--- src/rtl/xdma_axi_adapter_pkg.sv ---
// Shared definitions for the xDMA AXI adapter blocks.
package xdma_axi_adapter_pkg;

  localparam int unsigned IdTrackerDefaultN = 8;

  // Index width for an n-entry pool; a single-entry pool still gets a 1-bit index port.
  function automatic int unsigned id_idx_width(input int unsigned n);
    int unsigned m;
    m = (n > 1) ? n : 1;
    return (m > 1) ? $clog2(m) : 1;
  endfunction

endpackage

--- src/rtl/find_first_one_idx.sv ---
// Priority encoder: index of the lowest set bit of in_i, valid_o when any bit is set.
module find_first_one_idx
  import xdma_axi_adapter_pkg::*;
#(
  parameter int unsigned N    = IdTrackerDefaultN,
  parameter int unsigned IdxW = id_idx_width(N)
) (
  input  logic [N-1:0]    in_i,
  output logic            valid_o,
  output logic [IdxW-1:0] idx_o
);

  always_comb begin
    valid_o = |in_i;
    idx_o   = '0;
    // Scan downward so the lowest set bit is the last one written.
    for (int i = int'(N) - 1; i >= 0; i--) begin
      if (in_i[i]) idx_o = IdxW'(i);
    end
  end

endmodule

--- src/rtl/axi_id_tracker.sv ---
// Outstanding AXI ID slot pool: allocates the lowest free slot, releases by index.
// Optional AXI_ID_TRACKER_ERR_EN builds in the sticky illegal-release flag on err_o.
module axi_id_tracker
  import xdma_axi_adapter_pkg::*;
#(
  parameter int unsigned N    = IdTrackerDefaultN,
  parameter int unsigned IdxW = id_idx_width(N),
  parameter int unsigned CntW = $clog2(N + 1)
) (
  input  logic            clk_i,
  input  logic            rst_i,
  output logic            alloc_valid_o,
  input  logic            alloc_ready_i,
  output logic [IdxW-1:0] alloc_idx_o,
  input  logic            release_valid_i,
  input  logic [IdxW-1:0] release_idx_i,
  input  logic            flush_i,
  output logic [N-1:0]    busy_mask_o,
  output logic [CntW-1:0] count_o,
  output logic            full_o,
  output logic            empty_o,
  output logic            err_o
);

  logic [N-1:0]    busy_q, busy_d;
  logic [CntW-1:0] count_q, count_d;
  logic [N-1:0]    alloc_oh, rel_oh;
  logic            alloc_fire, rel_legal;

  find_first_one_idx #(
    .N    (N),
    .IdxW (IdxW)
  ) u_find_free (
    .in_i    (~busy_q),
    .valid_o (alloc_valid_o),
    .idx_o   (alloc_idx_o)
  );

  assign alloc_fire = alloc_valid_o & alloc_ready_i;

  // Index-to-one-hot decode; indices >= N match no slot, which is the range check.
  always_comb begin
    alloc_oh = '0;
    rel_oh   = '0;
    for (int i = 0; i < int'(N); i++) begin
      alloc_oh[i] = (alloc_idx_o == IdxW'(i));
      rel_oh[i]   = release_valid_i && (release_idx_i == IdxW'(i));
    end
  end

  assign rel_legal = |(rel_oh & busy_q);

  always_comb begin
    busy_d  = busy_q;
    count_d = count_q;
    if (flush_i) begin
      busy_d  = '0;
      count_d = '0;
    end else begin
      if (alloc_fire) busy_d = busy_d | alloc_oh;
      if (rel_legal)  busy_d = busy_d & ~rel_oh;
      if (alloc_fire && !rel_legal) begin
        count_d = count_q + CntW'(1);
      end else if (!alloc_fire && rel_legal) begin
        count_d = count_q - CntW'(1);
      end
    end
  end

  always_ff @(posedge clk_i or posedge rst_i) begin
    if (rst_i) begin
      busy_q  <= '0;
      count_q <= '0;
    end else begin
      busy_q  <= busy_d;
      count_q <= count_d;
    end
  end

`ifdef AXI_ID_TRACKER_ERR_EN
  logic err_q, err_d;

  // Sticky until reset; flush deliberately leaves it alone.
  assign err_d = err_q | (release_valid_i & ~rel_legal);

  always_ff @(posedge clk_i or posedge rst_i) begin
    if (rst_i) err_q <= 1'b0;
    else       err_q <= err_d;
  end

  assign err_o = err_q;
`else
  assign err_o = 1'b0;
`endif

  assign busy_mask_o = busy_q;
  assign count_o     = count_q;
  assign full_o      = (count_q == CntW'(N));
  assign empty_o     = (count_q == '0);

endmodule

--- config.mk ---
export PLATFORM = sky130hd
export DESIGN_NAME = axi_id_tracker
export DESIGN_NICKNAME = d
export VERILOG_FILES = /design/src/rtl/xdma_axi_adapter_pkg.sv /design/src/rtl/find_first_one_idx.sv /design/src/rtl/axi_id_tracker.sv
export SDC_FILE = /design/constraint.sdc
export NUM_CORES = 1
export LEC_CHECK = 0
export CAP_MARGIN = 40
export CORE_MARGIN = 2
export CORE_UTILIZATION = 35
export DETAILED_ROUTE_END_ITERATION = 16
export PLACE_DENSITY = 0.71
export SYNTH_ARGS = -nofsm -noshare
export SYNTH_HDL_FRONTEND = slang
export SYNTH_SLANG_ARGS = --single-unit
--- constraint.sdc ---
create_clock -name clk_i -period 2.28 [get_ports clk_i]
set_input_delay 0.456 -clock clk_i [delete_from_list [all_inputs] [get_ports clk_i]]
set_output_delay 0.456 -clock clk_i [all_outputs]
set_load 0.02 [all_outputs]
Word level (Yosys, flattened, before mapping)
Cells that the tools add are included.

Add/subtract/negate cells: 2. Equal/unequal tests: 15. Muxes and demuxes: 15. Bitwise logic cells: 6. Reductions and logical operators: 18.

Operators with widths (number): 2-to-1 mux 8 bit (4); equality test 3 bit (second input constant) (8); 2-to-1 mux 3 bit (8); AND 8 bit (2); NOT 8 bit (2); OR reduction 8 bit (2); equality test 3 x 2 -> 1 bit (second input constant) (4); 2-to-1 mux 4 bit (3); logical AND 1 bit (10); bitwise OR 8 bit (1); equality test 3 x 1 -> 1 bit (second input constant) (2); logical NOT 3 bit (2); adder 4 x 1 -> 4 bit (second input constant) (1); equality test 4 bit (second input constant) (1); logical NOT 4 bit (1); subtractor 4 x 1 -> 4 bit (second input constant) (1); nonzero test 3 bit (1); logical NOT 1 bit (2); AND 1 bit (1).

Register bits after elaboration: 12. Bits of input ports: 8. Output and inout bits: 19. Logic and storage cells: 58.

Longest topological paths before layout
Depth in word-level cells: 16. Mapped depth: 11. Depth with buffers taken out: 10.

Cells and area by module
From an unflattened synthesis, not the netlist that was laid out.

Cell total of the unflattened synthesis: 115. Area, all modules: 970.9 um^2.

Modules (own cells, without submodules): axi_id_tracker (times used 1, cells an instance 102, area an instance 889.6 um^2, seq. area each 300.3 um^2); find_first_one_idx (times used 1, cells an instance 13, area an instance 81.3 um^2, seq. area each 0.0 um^2).

Worst setup path before layout
Ideal clock, no wire load.

Path type: register -> register. Start: register busy_q[4], in the netlist busy_mask_o[4]. End: register count_q[3], in the netlist count_o[3]. Library setup time: 0.074 ns. Arrival: 2.395 ns. Data required time: 2.206 ns. Slack: -0.189 ns. Stages on the path, launching flop included: 12. Buffers on the path: 1. Clock period less this slack: 2.469 ns. Path through: dfrtp_1 clkbuf_2 nand4_1 or2_1 and2_1 nand2_1 ha_1 a21o_1 a21oi_1 or4_4 a21o_1 a21oi_2.

Cells in the longest elaborated chain, start to end: 6. Elaborated cells on any way between the ends: 12. Classes of those cells: mux: 2; bitwise: 3; reduce/logical: 7.

Ends and longest elaborated chain: from (decl) (line axi_id_tracker.sv:25) `logic [N-1:0] busy_q, busy_d;`; from (signal assigned) (line axi_id_tracker.sv:75) `busy_q <= busy_d;`; NOT 8 bit * (line axi_id_tracker.sv:34) `.in_i (~busy_q),`; OR reduction 8 bit * (line find_first_one_idx.sv:14) `valid_o = |in_i;`; net alloc_valid_o (line axi_id_tracker.sv:12) `output logic alloc_valid_o,`; AND 1 bit * (line axi_id_tracker.sv:39) `assign alloc_fire = alloc_valid_o & alloc_ready_i;`; logical AND 1 bit or logical NOT 1 bit (tied branches) (line axi_id_tracker.sv:62, axi_id_tracker.sv:64); 2-to-1 mux 4 bit or logical AND 1 bit (tied branches) (line axi_id_tracker.sv:62, axi_id_tracker.sv:64); 2-to-1 mux 4 bit or nonzero test 3 bit (tied branches); to (signal assigned) (line axi_id_tracker.sv:76) `count_q <= count_d;`; to (decl) (line axi_id_tracker.sv:26) `logic [CntW-1:0] count_q, count_d;`.

The timed path passes the listed nets; every way through them passes the cells marked *. A chain may end at the register's enable or synchronous reset.

Final worst setup path
Start: input release_idx_i[2]. End: register count_q[3], in the netlist count_o[3].

Cells in the longest elaborated chain, start to end: 8. Elaborated cells on any way between the ends: 24. Classes of those cells: eq/ne: 7; mux: 2; bitwise: 1; reduce/logical: 14.

Ends and longest elaborated chain: from (decl) (line axi_id_tracker.sv:16) `input logic [IdxW-1:0] release_idx_i,`; equality test 3 x 1 -> 1 bit, or another cell as far along (line axi_id_tracker.sv:47) `rel_oh[i] = release_valid_i && (release_idx_i == IdxW'(i));`; logical AND 1 bit (line axi_id_tracker.sv:47); AND 8 bit * (line axi_id_tracker.sv:51) `assign rel_legal = |(rel_oh & busy_q);`; OR reduction 8 bit * (line axi_id_tracker.sv:51); logical NOT 1 bit (line axi_id_tracker.sv:62) `if (alloc_fire && !rel_legal) begin`; logical AND 1 bit (line axi_id_tracker.sv:62); 2-to-1 mux 4 bit (line axi_id_tracker.sv:62); 2-to-1 mux 4 bit (line axi_id_tracker.sv:56) `if (flush_i) begin`.

Every way passes the cells marked *; elsewhere a longest branch is shown, timed or not.

==> implementation parameters <==
Parameter                              Value

Synth
  Synthesized flop and latch total ... 12
  Most instantiated library cell after synthesis ... nor2_1
  Proportion of netlist area held by the largest area contributor ... 34.2%
  Flip-flop cell with the highest count after synthesis ... dfrtp_1
  Area contributors post-synth ... dfrtp_1 34%, nor2_1 6.8%, mux2i_1 4.6%, a211oi_1 4.3%, mux2_2 3.8%
  Syn Area/Cell ... 8.78 um^2
  Top cell types by occurrence after synthesis ... 16 x nor2_1, 12 x dfrtp_1, 6 x inv_1
  Number of warnings issued by yosys ... 0
  Number of standard cells after synthesis ... 100
  Synthesized cell area ... 878 um^2
  Number of flops mapped to enable cells by yosys ... 0
  Post-synth top area cell ... dfrtp_1
  Share of synthesized area occupied by flip-flops and latches ... 34.2%
  Async set-or-reset flop fraction in the synthesized netlist ... 100%
  Number of distinct standard cells referenced by the synthesized netlist ... 40
  Syn nets ... 111

Global routing
  Antenna violations before repair ... 0
  Remaining global-route overflow ... 0
  Tot GR Track Use ... 18.8%
  Largest net degree at the start of global routing ... 13
  Number of global-route vias before repair ... 891
  Wire length of the first global-routing pass ... 3.94 mm

Die
  Boundary pin count ... 27
  Die Y-Extent ... 54.1 um
  Number of placement rows ... 18
  CORE AREA ... 2430 um^2
  Overall die area ... 2930 um^2
  Die W ... 54.1 um
  Initial core utilization ... 36.1%

STA
  Number of pins exceeding their max-slew limit in the final report ... 0
  RSZ-0062 raised after global routing ... true
  Final clock skew ... 0.00111 ns
  Number of setup violations in the final report ... 0
  Period utilization ... 99.6%
  Shortest clock period the worst path allows after layout ... 2.27 ns
  Hold Fails Final Rpt ... 0
  Maximum frequency from static timing analysis ... 440 MHz

Final layout
  Share of post-route cells with drive strength above 1 ... 38.7%
  Final core utilization ... 60.0%
  Final-stage net count ... 167
  Signed area change from the synthesized netlist to the final layout ... 66.2%
  Antenna diode count ... 0
  Cell area after layout ... 1460 um^2

Critical path
  Register-to-register setup slack ... 0.008 ns
  Top Family by Delay on Critical Path ... simple AND/OR/NAND/NOR gates
  Reg2reg start ... busy_mask_o[7]
  Number of buffer and inverter instances along the worst setup path ... 1
  Cell breakdown of the critical path ... dlygate4sd2_1 -> or3b_4 -> o22ai_4 -> nor2_2 -> nand2_2 -> ha_4 -> a21o_1 -> a21oi_2 -> or4_4 -> a21o_1 -> a21oi_2
  Type of destination of the critical path ... register
  Critical path fanouts, max ... 3
  Critical Path Slowest Stage Cell ... or3b_4
  Kind of start point of the critical path ... primary input
  Critical path's largest stage delay ... 0.43 ns
  Number of cells traversed by the worst register-to-register path ... 10
  Capturing point of the worst reg2reg path ... count_o[3]
  Kind of critical path ... in -> reg
  Worst Path Arrival ... 2.47 ns
  Required time at the worst-slack endpoint ... 2.48 ns

Drt
  ANT nets after route ... 0
  Vias/cell ... 5.06
  DRC violations left ... 0
  Average detailed-routed wire length per instance ... 13.3 um
  Final routed wirelength across all metal layers ... 2.45 mm
  Via total after detailed routing ... 936
  Detailed-routing iteration count for the pre-antenna-repair pass ... 4
  1st-iter DRT viols ... 15

Clock tree
  H-tree depth ... 1
  Clock net sink count ... 12
  TritonCTS clock tree ... built
  Clock transition at path regs ... 0.08 ns
  TritonCTS buffer count ... 3
  Post-CTS Hold Buffers ... 0
  Clock latency reported for the late side of the worst-skew pair ... 0.27 ns
  Cell chosen for the clock root ... clkbuf_4
  Maximum count of clock buffers along a single path ... 2

Pwr
  Static power due to leakage ... 0.642 nW
  Power Dens Cells ... 441 nW/um^2
  Worst IR Drop VDD ... 289 uV

Run status
  Result of the run ... finished clean

Job
  Number of violations of the max-capacitance limit ... 0

Placed design
  Final HPWL DP ... 1.85 mm
  Gp weighted congestion ... 0.883
  PortBufs ... 25
  Dpl cell area ... 1310 um^2

Hold path
  Min-Delay Path Class ... in -> async
## metal layers
layer  part of all wire, %  vias up  wire, um  global-route usage (%)
li1                      -      469         -                       -
met1                    46      440      1130                    22.8
met2                    49       23      1210                    33.9
met3                   3.1        4        75                    2.50
met4                   1.4        0        35                    6.25
met5                     0        -         0                       0
## sequential cells by signal (all words and copies together) (netlist names)
signal and flops:
busy_mask_o 8, count_o 4
## stage by stage
stage                     power (mW)  instances  hold slack, ns  TNS [ns]  setup slack, ns
after CTS                      0.638        180           0.511    -0.191           -0.191
after detailed placement       0.457        172           0.565     -1.73           -0.712
after global placement         0.451        172           0.548     -1.43           -0.629
final                          0.644        185           0.493         0          0.00839
after global routing           0.682        185           0.554    -0.185           -0.111
after floorplan                0.361        100           0.320   -0.0726          -0.0726
## worst reg2reg max path, delay by kind of cell (launching register included)
kind | cells | cell delay (ns)
mux | 1 | 0.23
fa+ha+maj | 1 | 0.27
flops | 1 | 0.45
compound gates | 5 | 0.60
simple gates | 3 | 0.65
## power breakdown
group	internal, mW	switching [mW]	total [mW]
combinational	0.119	0.108	0.226
clock	0.0969	0.0764	0.173
sequential	0.226	0.0188	0.244
## layout make-up
| class | count | area (um^2) |
|---|---|---|
| clock buffers | 4 | 36.3 |
| fillers | 217 | 972 |
| inverters | 6 | 22.5 |
| multi-input cells | 78 | 593 |
| flip-flops and latches | 12 | 307 |
| well taps | 30 | 37.5 |
| repair buffers | 55 | 464 |
## repair_timing
item                       4_1_cts  5_1_grt
setup endpoints to repair        4        5
buffers inserted                 4        5
gates resized for setup         11       14
pin swaps                        6        7
## logic make-up (layout without fill, tap and decap cells)
group	after synthesis	in the layout	share of synthesized area, %
AOI/OAI and AO/OA	23	23	18.4
xor gates and xnor gates	2	2	2.85
adders and majority gates	3	3	5.13
buffers and inverters	10	65	5.70
DFF	12	12	34.2
muxes	7	7	8.40
other	1	1	0.427
and+or+nand+nor	42	42	24.9
## worst max-delay path by stage
stage	cells after the start	end	start
global route	10	count_o[3]	busy_mask_o[7]
global placement	11	count_o[3]	release_idx_i[0]
detailed placement	11	count_o[3]	release_idx_i[0]
floorplan	11	count_o[3]	release_idx_i[0]
finish	11	count_o[3]	release_idx_i[2]
CTS	11	count_o[3]	release_idx_i[0]
## cell usage in the layout, fill, tap and decap left out, types with 2 or more instances in the layout
| cell | netlist | routed |
|---|---|---|
| buf_4 | 1 | 30 |
| clkdlybuf4s50_1 | 0 | 19 |
| nor2_1 | 16 | 15 |
| dfrtp_1 | 12 | 7 |
| inv_1 | 6 | 6 |
| a211oi_1 | 5 | 5 |
| dfrtp_2 | 0 | 5 |
| nand4_1 | 3 | 3 |
| nand2_1 | 4 | 3 |
| nand3_1 | 4 | 3 |
| o21ai_0 | 3 | 3 |
| a21oi_1 | 4 | 3 |
| clkbuf_4 | 0 | 3 |
| dlygate4sd2_1 | 0 | 3 |
| nand3b_1 | 2 | 2 |
| mux2i_1 | 4 | 2 |
| mux2i_2 | 0 | 2 |
| mux2_4 | 0 | 2 |
| nor2b_1 | 2 | 2 |
| nand2b_1 | 2 | 2 |
| a21boi_0 | 2 | 2 |
| and3_1 | 2 | 2 |
| a21o_1 | 2 | 2 |
| a21oi_2 | 1 | 2 |
| clkbuf_2 | 1 | 2 |
(Power assumes the default switching activity.)
==> patch (config.mk and constraints unchanged) <==
The option `AXI_ID_TRACKER_ERR_EN` is turned on by a define.
--- a/src/rtl/axi_id_tracker.sv
+++ b/src/rtl/axi_id_tracker.sv
@@ -2,2 +2,4 @@
 // Optional AXI_ID_TRACKER_ERR_EN builds in the sticky illegal-release flag on err_o.
+`define AXI_ID_TRACKER_ERR_EN
+
 module axi_id_tracker
Function: changed (a bounded check fails within 4 cycles, from zero or initial values and one cycle with rst_i high).
==> patch against the unedited design <==
The run now ends with negative setup slack left; worst setup slack got worse by 0.028 ns; die area increased by 2.5%; routed wire length increased by 33%; first-iteration DRC count increased to 3.3 times the old value; area after synthesis increased by 2.7%; cell area increased by 11%; utilization increased by 6.1 points; global-route usage increased by 4.1 points; sequential cell count increased by 1; synthesized cell count unchanged; power increased by 7.3%; critical path type is now register to register; largest cell class unchanged; largest power group unchanged.
==> patch: results (changes against the unedited design) <==
vias per cell 5.48 (+8.3%); final setup TNS -0.0193 ns (-0.0193 ns); top cells by count, synth nor2_1, dfrtp_1, inv_1, a211oi_1; outcome finished, violations left; Synth Net Count 111 (unchanged); postcts setup bufs 14 (+10); Leak 0.736 nW (+15%); post-detail-place hpwl 1.87 mm (+1.1%); initial DRC count 49 (+34); PnR worst setup slack -0.0193 ns (-0.0277 ns); Seq cells post-synth 13 (+1); Worst Path Arrival 2.54 ns (+0.07 ns); layout cells sized above 1 0.450 (+0.0632); invs w/o clock 6 (unchanged); Net Sw Power 0.247 mW (+22%); non-clk buf share 0.358 (+0.0398); failing checks negative setup slack; Final #Nets 183 (+9.6%); CP max stage delay 0.46 ns (+0.03 ns); Comb. pwr 0.255 mW (+13%); Non-clk bufs 70 (+27%); worst-skew pair later-pin latency 0.32 ns (+0.05 ns); clk cell area share 0.0162 (-0.00866); drt total wl 3.27 mm (+33%); largest net degree at the start of global routing 16 (+3); Routability Congestion 0.832 (-5.8%); Layout fillers 176 (-19%); post_cts resized 16 (+5); Crit Path Max Fanout 6 (+3); multi-input logic area 624 µm² (+5.3%); # setup viols final 1 (+1); count of cell types in the netlist 39 (-2.5%); largest cells by area after synthesis dfrtp_1, nor2_1, mux2i_1; Max VDD drop 368 µV (+27%); CP max-delay cell dfrtp_2; clk_skew 0.0170 ns (+0.0159 ns); global-route wire length before repair 4.80 mm (+22%)
patch: cell count changes after synthesis:
cell	delta
a21o_1	+1
nor2_1	-1
dfrtp_1	+1
buf_4	-1
nor2_2	+1
conb_1	-1
patch: metrics by stage:
stage          cell area (µm²)  total power [mW]  instances  hold slack [ns]  worst slack (ns)
6_report                  1620             0.691        201            0.470           -0.0193
5_1_grt                   1620             0.723        201            0.510           -0.0750
4_1_cts                   1550             0.653        196            0.480            -0.154
3_5_place_dp              1370             0.479        178            0.454            -0.670
3_3_place_gp              1370             0.473        178            0.446            -0.573
2_1_floorplan              917             0.376        100            0.333           -0.0993
patch: worst max-delay path by stage:
stage                        startpoint                     end  slack, ns
6_report       busy_mask_o[7]$_DFF_PP0_  count_o[3]$_DFFE_PP0P_      -0.02
5_1_grt        busy_mask_o[7]$_DFF_PP0_  count_o[3]$_DFFE_PP0P_      -0.07
4_1_cts                release_idx_i[0]  count_o[3]$_DFFE_PP0P_      -0.15
3_5_place_dp           release_idx_i[0]  count_o[3]$_DFFE_PP0P_      -0.67
3_3_place_gp           release_idx_i[0]  count_o[3]$_DFFE_PP0P_      -0.57
2_1_floorplan          release_idx_i[0]  count_o[3]$_DFFE_PP0P_       -0.1
patch: metal layers:
layer / global-route usage / vias up / routed length, µm
li1: - / 505 / -
met1: 0.299 / 521 / 1280
met2: 0.341 / 58 / 1600
met3: 0.0574 / 17 / 243
met4: 0.125 / 0 / 148
met5: 0 / - / 0
patch: logic make-up (layout without fill, tap and decap cells):
logic type	after synthesis	count (layout)	share of synthesized area
AOI/OAI and AO/OA	24	24	0.187
xor gates and xnor gates	2	2	0.0277
adders and majority gates	3	3	0.0499
buffers and inverters	9	80	0.0471
DFF	13	13	0.361
muxes	7	7	0.0818
and+or+nand+nor	42	42	0.245
